[config.mk]
export PLATFORM = sky130hd
export DESIGN_NAME = icache_controller_flat
export DESIGN_NICKNAME = d
export VERILOG_FILES = /design/src/rtl/icache_pkg.sv /design/src/rtl/icache_if.sv /design/src/rtl/icache_word_select.sv /design/src/rtl/icache_controller.sv /design/src/flat_wrapper.sv
export SDC_FILE = /design/constraint.sdc
export NUM_CORES = 1
export LEC_CHECK = 0
export BUFFER_PORTS_ARGS = -buffer_cell sky130_fd_sc_hd__clkbuf_2
export CORE_ASPECT_RATIO = 2
export CORE_MARGIN = 2
export CORE_UTILIZATION = 64
export CTS_BUF_LIST = sky130_fd_sc_hd__clkbuf_4 sky130_fd_sc_hd__clkbuf_8
export CTS_CLUSTER_SIZE = 20
export DETAILED_ROUTE_END_ITERATION = 10
export PLACE_DENSITY = 0.85
export RECOVER_POWER = 100
export REMOVE_ABC_BUFFERS = 1
export SLEW_MARGIN = 20
export SYNTH_ARGS = -nofsm -noshare
export SYNTH_HDL_FRONTEND = slang
export SYNTH_SLANG_ARGS = --single-unit
[constraint.sdc]
create_clock -name CLK -period 13.5 [get_ports CLK]
set_input_delay 1.35 -clock CLK [delete_from_list [all_inputs] [get_ports CLK]]
set_output_delay 1.35 -clock CLK [all_outputs]
set_load 0.02 [all_outputs]
[src/rtl/icache_pkg.sv]
// Shared types and field layout for the direct-mapped instruction cache.
// PC_ADDR = {tag, index, word offset, byte offset}; blocks are 4 words.
package icache_pkg;

   localparam int ADDR_W  = 10;
   localparam int INDEX_W = 3;
   localparam int OFF_LSB = 2;
   localparam int OFF_W   = 2;
   localparam int BLK_LSB = 4;
   localparam int TAG_W   = ADDR_W - INDEX_W - BLK_LSB;
   localparam int LINES   = 2 ** INDEX_W;
   localparam int BLOCK_W = 128;
   localparam int BADDR_W = TAG_W + INDEX_W;

   typedef enum logic [1:0] {
      IDLE,
      MEM_FETCH,
      UPDATE
   } state_t;

   function automatic logic [INDEX_W-1:0] index_of(
      input logic [ADDR_W-1:0] a
   );
      return a[BLK_LSB +: INDEX_W];
   endfunction

   function automatic logic [TAG_W-1:0] tag_of(
      input logic [ADDR_W-1:0] a
   );
      return a[ADDR_W-1 -: TAG_W];
   endfunction

endpackage

[src/rtl/icache_if.sv]
// Fetch-side and memory-side bus of the instruction cache.
// slave = the cache, master = fetch stage plus instruction memory.
interface icache_if;
   import icache_pkg::*;

   logic                READ;
   logic [ADDR_W-1:0]   PC_ADDR;
   logic [31:0]         INSTRUCTION;
   logic                BUSYWAIT;
   logic                MEM_READ;
   logic [BADDR_W-1:0]  MEM_ADDRESS;
   logic [BLOCK_W-1:0]  MEM_READDATA;
   logic                MEM_BUSYWAIT;

   modport slave (
      input  READ, PC_ADDR, MEM_READDATA, MEM_BUSYWAIT,
      output INSTRUCTION, BUSYWAIT, MEM_READ, MEM_ADDRESS
   );

   modport master (
      output READ, PC_ADDR, MEM_READDATA, MEM_BUSYWAIT,
      input  INSTRUCTION, BUSYWAIT, MEM_READ, MEM_ADDRESS
   );

endinterface

[src/rtl/icache_word_select.sv]
// Picks one 32-bit instruction out of a 128-bit cache block.
module icache_word_select
   import icache_pkg::*;
(
   input  logic [BLOCK_W-1:0] block,
   input  logic [OFF_W-1:0]   off,
   output logic [31:0]        word
);

   always_comb begin
      word = '0;
      unique case (off)
         2'd0: word = block[31:0];
         2'd1: word = block[63:32];
         2'd2: word = block[95:64];
         2'd3: word = block[127:96];
         default: word = '0;
      endcase
   end

endmodule

[src/rtl/icache_controller.sv]
// Direct-mapped read-only instruction cache with 16-byte block refill.
module icache_controller
   import icache_pkg::*;
(
   input logic       CLK,
   input logic       RESET,
   icache_if.slave   bus
);

   state_t              state_q, state_d;
   logic [LINES-1:0]    valid_q;
   logic [TAG_W-1:0]    tag_q  [LINES];
   logic [BLOCK_W-1:0]  data_q [LINES];
   logic [BADDR_W-1:0]  fill_q;
   logic [BLOCK_W-1:0]  fill_data_q;

   logic [INDEX_W-1:0]  idx;
   logic [TAG_W-1:0]    tag;
   logic [INDEX_W-1:0]  fill_idx;
   logic                hit;
   logic [31:0]         word;

   logic                busy;
   logic                mem_read;
   logic [BADDR_W-1:0]  mem_addr;
   logic [31:0]         instr;

   assign idx      = index_of(bus.PC_ADDR);
   assign tag      = tag_of(bus.PC_ADDR);
   assign fill_idx = fill_q[INDEX_W-1:0];
   assign hit      = bus.READ && valid_q[idx] && (tag_q[idx] == tag);

   icache_word_select u_sel (
      .block (data_q[idx]),
      .off   (bus.PC_ADDR[OFF_LSB +: OFF_W]),
      .word  (word)
   );

   always_comb begin
      state_d  = state_q;
      busy     = 1'b0;
      mem_read = 1'b0;
      mem_addr = '0;
      instr    = '0;
      unique case (state_q)
         IDLE: begin
            if (bus.READ && !hit) begin
               busy    = 1'b1;
               state_d = MEM_FETCH;
            end else if (hit) begin
               instr = word;
            end
         end
         MEM_FETCH: begin
            busy     = 1'b1;
            mem_read = 1'b1;
            mem_addr = fill_q;
            if (!bus.MEM_BUSYWAIT)
               state_d = UPDATE;
         end
         UPDATE: begin
            busy    = 1'b1;
            state_d = IDLE;
         end
         default: state_d = IDLE;
      endcase
   end

   always_ff @(posedge CLK or posedge RESET) begin
      if (RESET) begin
         state_q <= IDLE;
         valid_q <= '0;
         fill_q  <= '0;
      end else begin
         state_q <= state_d;
         if (state_q == IDLE && bus.READ && !hit)
            fill_q <= {tag, idx};
         if (state_q == UPDATE)
            valid_q[fill_idx] <= 1'b1;
      end
   end

   // Tag/data arrays carry no reset; valid_q alone gates their use.
   always_ff @(posedge CLK) begin
      if (state_q == MEM_FETCH && !bus.MEM_BUSYWAIT)
         fill_data_q <= bus.MEM_READDATA;
      if (state_q == UPDATE) begin
         data_q[fill_idx] <= fill_data_q;
         tag_q[fill_idx]  <= fill_q[BADDR_W-1 -: TAG_W];
      end
   end

   assign bus.BUSYWAIT    = busy;
   assign bus.MEM_READ    = mem_read;
   assign bus.MEM_ADDRESS = mem_addr;
   assign bus.INSTRUCTION = instr;

endmodule

[src/flat_wrapper.sv]
// flat-port wrapper written by rule: the top's interface ports become plain ports
module icache_controller_flat import icache_pkg::*;
  (CLK, RESET, bus_READ, bus_PC_ADDR, bus_MEM_READDATA, bus_MEM_BUSYWAIT, bus_INSTRUCTION, bus_BUSYWAIT, bus_MEM_READ, bus_MEM_ADDRESS);
  icache_if bus_i ();
  input logic CLK;
  input logic RESET;
  input wire logic [$bits(bus_i.READ)-1:0] bus_READ;
  input wire logic [$bits(bus_i.PC_ADDR)-1:0] bus_PC_ADDR;
  input wire logic [$bits(bus_i.MEM_READDATA)-1:0] bus_MEM_READDATA;
  input wire logic [$bits(bus_i.MEM_BUSYWAIT)-1:0] bus_MEM_BUSYWAIT;
  output wire logic [$bits(bus_i.INSTRUCTION)-1:0] bus_INSTRUCTION;
  output wire logic [$bits(bus_i.BUSYWAIT)-1:0] bus_BUSYWAIT;
  output wire logic [$bits(bus_i.MEM_READ)-1:0] bus_MEM_READ;
  output wire logic [$bits(bus_i.MEM_ADDRESS)-1:0] bus_MEM_ADDRESS;
  assign bus_i.READ = bus_READ;
  assign bus_i.PC_ADDR = bus_PC_ADDR;
  assign bus_i.MEM_READDATA = bus_MEM_READDATA;
  assign bus_i.MEM_BUSYWAIT = bus_MEM_BUSYWAIT;
  assign bus_INSTRUCTION = bus_i.INSTRUCTION;
  assign bus_BUSYWAIT = bus_i.BUSYWAIT;
  assign bus_MEM_READ = bus_i.MEM_READ;
  assign bus_MEM_ADDRESS = bus_i.MEM_ADDRESS;
  icache_controller u_core (.CLK(CLK), .RESET(RESET), .bus(bus_i));
endmodule
==> summary.txt <==
Detailed routing
  – Routed vias: 19,395
  – Top routing layer in use: met5
  – Routed length on met1: between 30,000 and 40,000 um
  – Detail Route Antenna Nets: 0
  – Post-Route WL: 85,400 um
  – WL/cell: 28.2 um
  – Routed vias/inst: 6.40
  – Initial detailed-routing violation count: roughly 1,800
  – Remaining DRCs: 0
  – Drt first pass iters: 5
  – Metal3 WL: 5770 um
  – Met2 wire len: 45,200 um

Pwr
  – PD cells: between 150 and 200 nW/um^2
  – Design Power: ~0.0081 W
  – Worst IR Drop VDD: 159 uV
  – Leakage Power: 15.5 nW

Floorplan
  – Die ar.: 71,700 sq um
  – Die X: 190 um
  – Row cnt: 136
  – Die H: 377 um
  – IO Pins: about 180
  – Core Region: ~69,000 sq um
  – Initial Util: 64.7%

STA
  – Slew of the pin with the lowest slew margin: ~10000 ps
  – Unrepaired setup endpoints after global routing: false
  – Setup Total Neg Slack: 0 ps
  – Slew Viols, Final: 1,237
  – Crit path time final: 8720 ps
  – Max Fclk: 115 MHz
  – Final period utilization: 64.6%
  – Clk_skew: 30.1 ps
  – Final WS setup: 4780 ps
  – Slew headroom: -560%
  – Final setup viols: 0
  – Final hold vios: 0

Final layout
  – Most frequent cells in the layout: edfxtp_1, mux4_2, clkbuf_8
  – Filler cells: 3,884
  – Final Non-Filler Cells: 3,030
  – Area grow syn2layout: 10.5%
  – # nets final: about 2,200
  – Final instance area: 49,100 sq um
  – Share of layout cells above drive strength 1: 31.3%
  – Register Area: 35,700 sq um
  – Multi-input gate area: 8300 sq um
  – Commonest non-fill, non-tap cell in the layout: edfxtp_1

Logic synthesis
  – Largest family of logic cells by synthesized area: multiplexers
  – Post-Synth XOR/XNOR Area: 0.0394%
  – Post-synth cell types: 27
  – Post-synthesis compound-gate area fraction: 0.160%
  – Synth warn: 0
  – Simple-gate area share of the yosys netlist: 0.692%
  – Register area share after synthesis: 80.3%
  – Seq cells post-synth: 1,192
  – Adder-Cell Fraction of Synth Area: less than 1%
  – Mapped cell area: 44,500 sq um
  – Mapped Cells: 1,734
  – Multiplexer share of the synthesized area: 17.7%
  – Syn Area/Cell: around 26 sq um

Clock tree
  – CTS tree: yes
  – Root buffer cell: clkbuf_8
  – Clock sink count: 1,192
  – Latest clock arrival within the worst-skew pair: 790 ps
  – H-Tree Depth: 4
  – Post-CTS Resized: 0
  – Post-CTS setup buffers: 0
  – Reg clk slew, reported paths: 70 ps
  – Hold-fix buffers, CTS: 0
  – Num CTS Buffers: around 150
  – Clock buffer depth: 3

GRT
  – First-pass GRT wire length: 127,000 um
  – Grt ovf: 0
  – Largest net degree at the start of global routing: 133
  – Vias in the first global route: roughly 21,000
  – Initial antenna violation count: 3
  – GRT Total Usage: 24.8%

Setup path
  – Critical path type: register to register
  – Critical path's slowest cell: clkbuf_1
  – Startpoint types: register
  – CP Launch Point: u_core.state_q[0]
  – CP Data Required Time: 14,160 ps
  – Critical path data arrival time: 9380 ps
  – Flop2flop setup slack: 4780 ps
  – Reg2reg end: u_core.valid_q[3]
  – Critical path endpoint: u_core.valid_q[3]
  – Reg-to-Reg Start: u_core.state_q[0]
  – Worst setup EP type: register
  – CP Max Fanout: 132
  – Crit path cell chain: inv_1 > ha_1 > nand2_1 > nor2_4 > clkbuf_1 > or2_2
  – Cells on worst reg2reg path: 6
  – CP max stage delay: between 6000 and 7000 ps

Placement
  – Post-DP HPWL: 42,400 um
  – Placed cells: 2,750
  – IO Port Bufs: around 180
  – Pre-CTS setup slack: approximately 6900 ps
  – Dpl cell area: 46,400 sq um
  – Gpl congestion: 0.720

Outcome
  – Violated checks: max-capacitance violations, max-slew violations
  – Status: complete, but fails checks

Job
  – Max_cap viols: 16

Hold path
  – Hold Crit Class: register to register
routing by layer:
| metal | GRT usage, % | vias to the layer above |
|---|---|---|
| met5 | 0 | - |
| met3 | 4.59 | 166 |
| met2 | 41.9 | 886 |
| met1 | 32.2 | 10296 |
| met4 | 9.98 | 2 |
| li1 | - | 8045 |
cells in the mapped netlist:
library cell	number	area share, %
nor3_1	2	0.023
mux4_2	325	16
o21bai_1	1	0.017
xor2_1	2	0.039
nor2b_1	1	0.014
nand2_4	1	0.025
buf_4	14	0.24
a21oi_1	4	0.045
inv_1	5	0.042
ha_1	4	0.11
nor2_1	40	0.34
nand2b_1	3	0.042
buf_1	6	0.051
and2_1	6	0.084
clkbuf_1	38	0.32
edfxtp_1	1176	79
mux2i_1	45	1.0
buf_2	18	0.20
o21a_1	1	0.017
nand2_1	4	0.034
a2bb2oi_1	1	0.020
or2_2	8	0.11
dfrtp_1	16	0.90
a41oi_4	1	0.062
and4_1	1	0.020
mux2_4	6	0.20
buf_6	5	0.13
critical path: cells and delay by family (launching register included):
| kind | cells | cell delay (ps) |
|---|---|---|
| flops | 1 | 420 |
| simple gates | 3 | 1050 |
| fa+ha+maj | 1 | 180 |
| buf+inv | 2 | 6940 |
metrics by stage:
step           utilization, %  hold slack, ps
6_report                 71.4             482
5_1_grt                  71.4             495
4_1_cts                  71.9             474
3_5_place_dp             67.5             458
3_3_place_gp             67.5             445
2_1_floorplan               -             434
registers in the layout, summed over array words and instances, names as in the netlist:
name,count
u_core.data_q,1024
u_core.fill_data_q,128
u_core.tag_q,24
u_core.valid_q,8
u_core.fill_q,6
u_core.state_q,2
worst min path at each step:
| stage | startpoint | endpoint | slack, ps | cells after the start |
|---|---|---|---|---|
| after detailed placement | u_core.valid_q[0] | u_core.valid_q[0] | 460 | 1 |
| after global routing | u_core.valid_q[0] | u_core.valid_q[0] | 490 | 1 |
| final | u_core.valid_q[7] | u_core.valid_q[7] | 480 | 1 |
| after CTS | u_core.valid_q[0] | u_core.valid_q[0] | 470 | 1 |
| after global placement | u_core.valid_q[3] | u_core.valid_q[3] | 450 | 1 |
| after floorplan | u_core.valid_q[3] | u_core.valid_q[3] | 430 | 1 |
layout make-up:
class | count | share of cell area, %
well taps | 897 | 2.29
multi-input cells | 456 | 16.9
inverters | 5 | 0.0382
flip-flops and latches | 1192 | 72.7
repair buffers | 200 | 1.91
clock inverters | 81 | 1.02
diodes | 1 | 0.00510
clock buffers | 198 | 5.12
kinds of logic after synthesis:
family | Yosys count
AOI/OAI and AO/OA | 8
xor gates and xnor gates | 2
DFF | 1192
muxes | 376
buffers and inverters | 86
and+or+nand+nor | 66
adders and majority gates | 4
power by group:
part	switching (W)	leakage (nW)	internal, W
sequential	0.000199	10.8	0.00466
combinational	0.000407	3.10	0.000252
clock	0.00125	1.59	0.00132
Power figures use the tool's default switching activity.
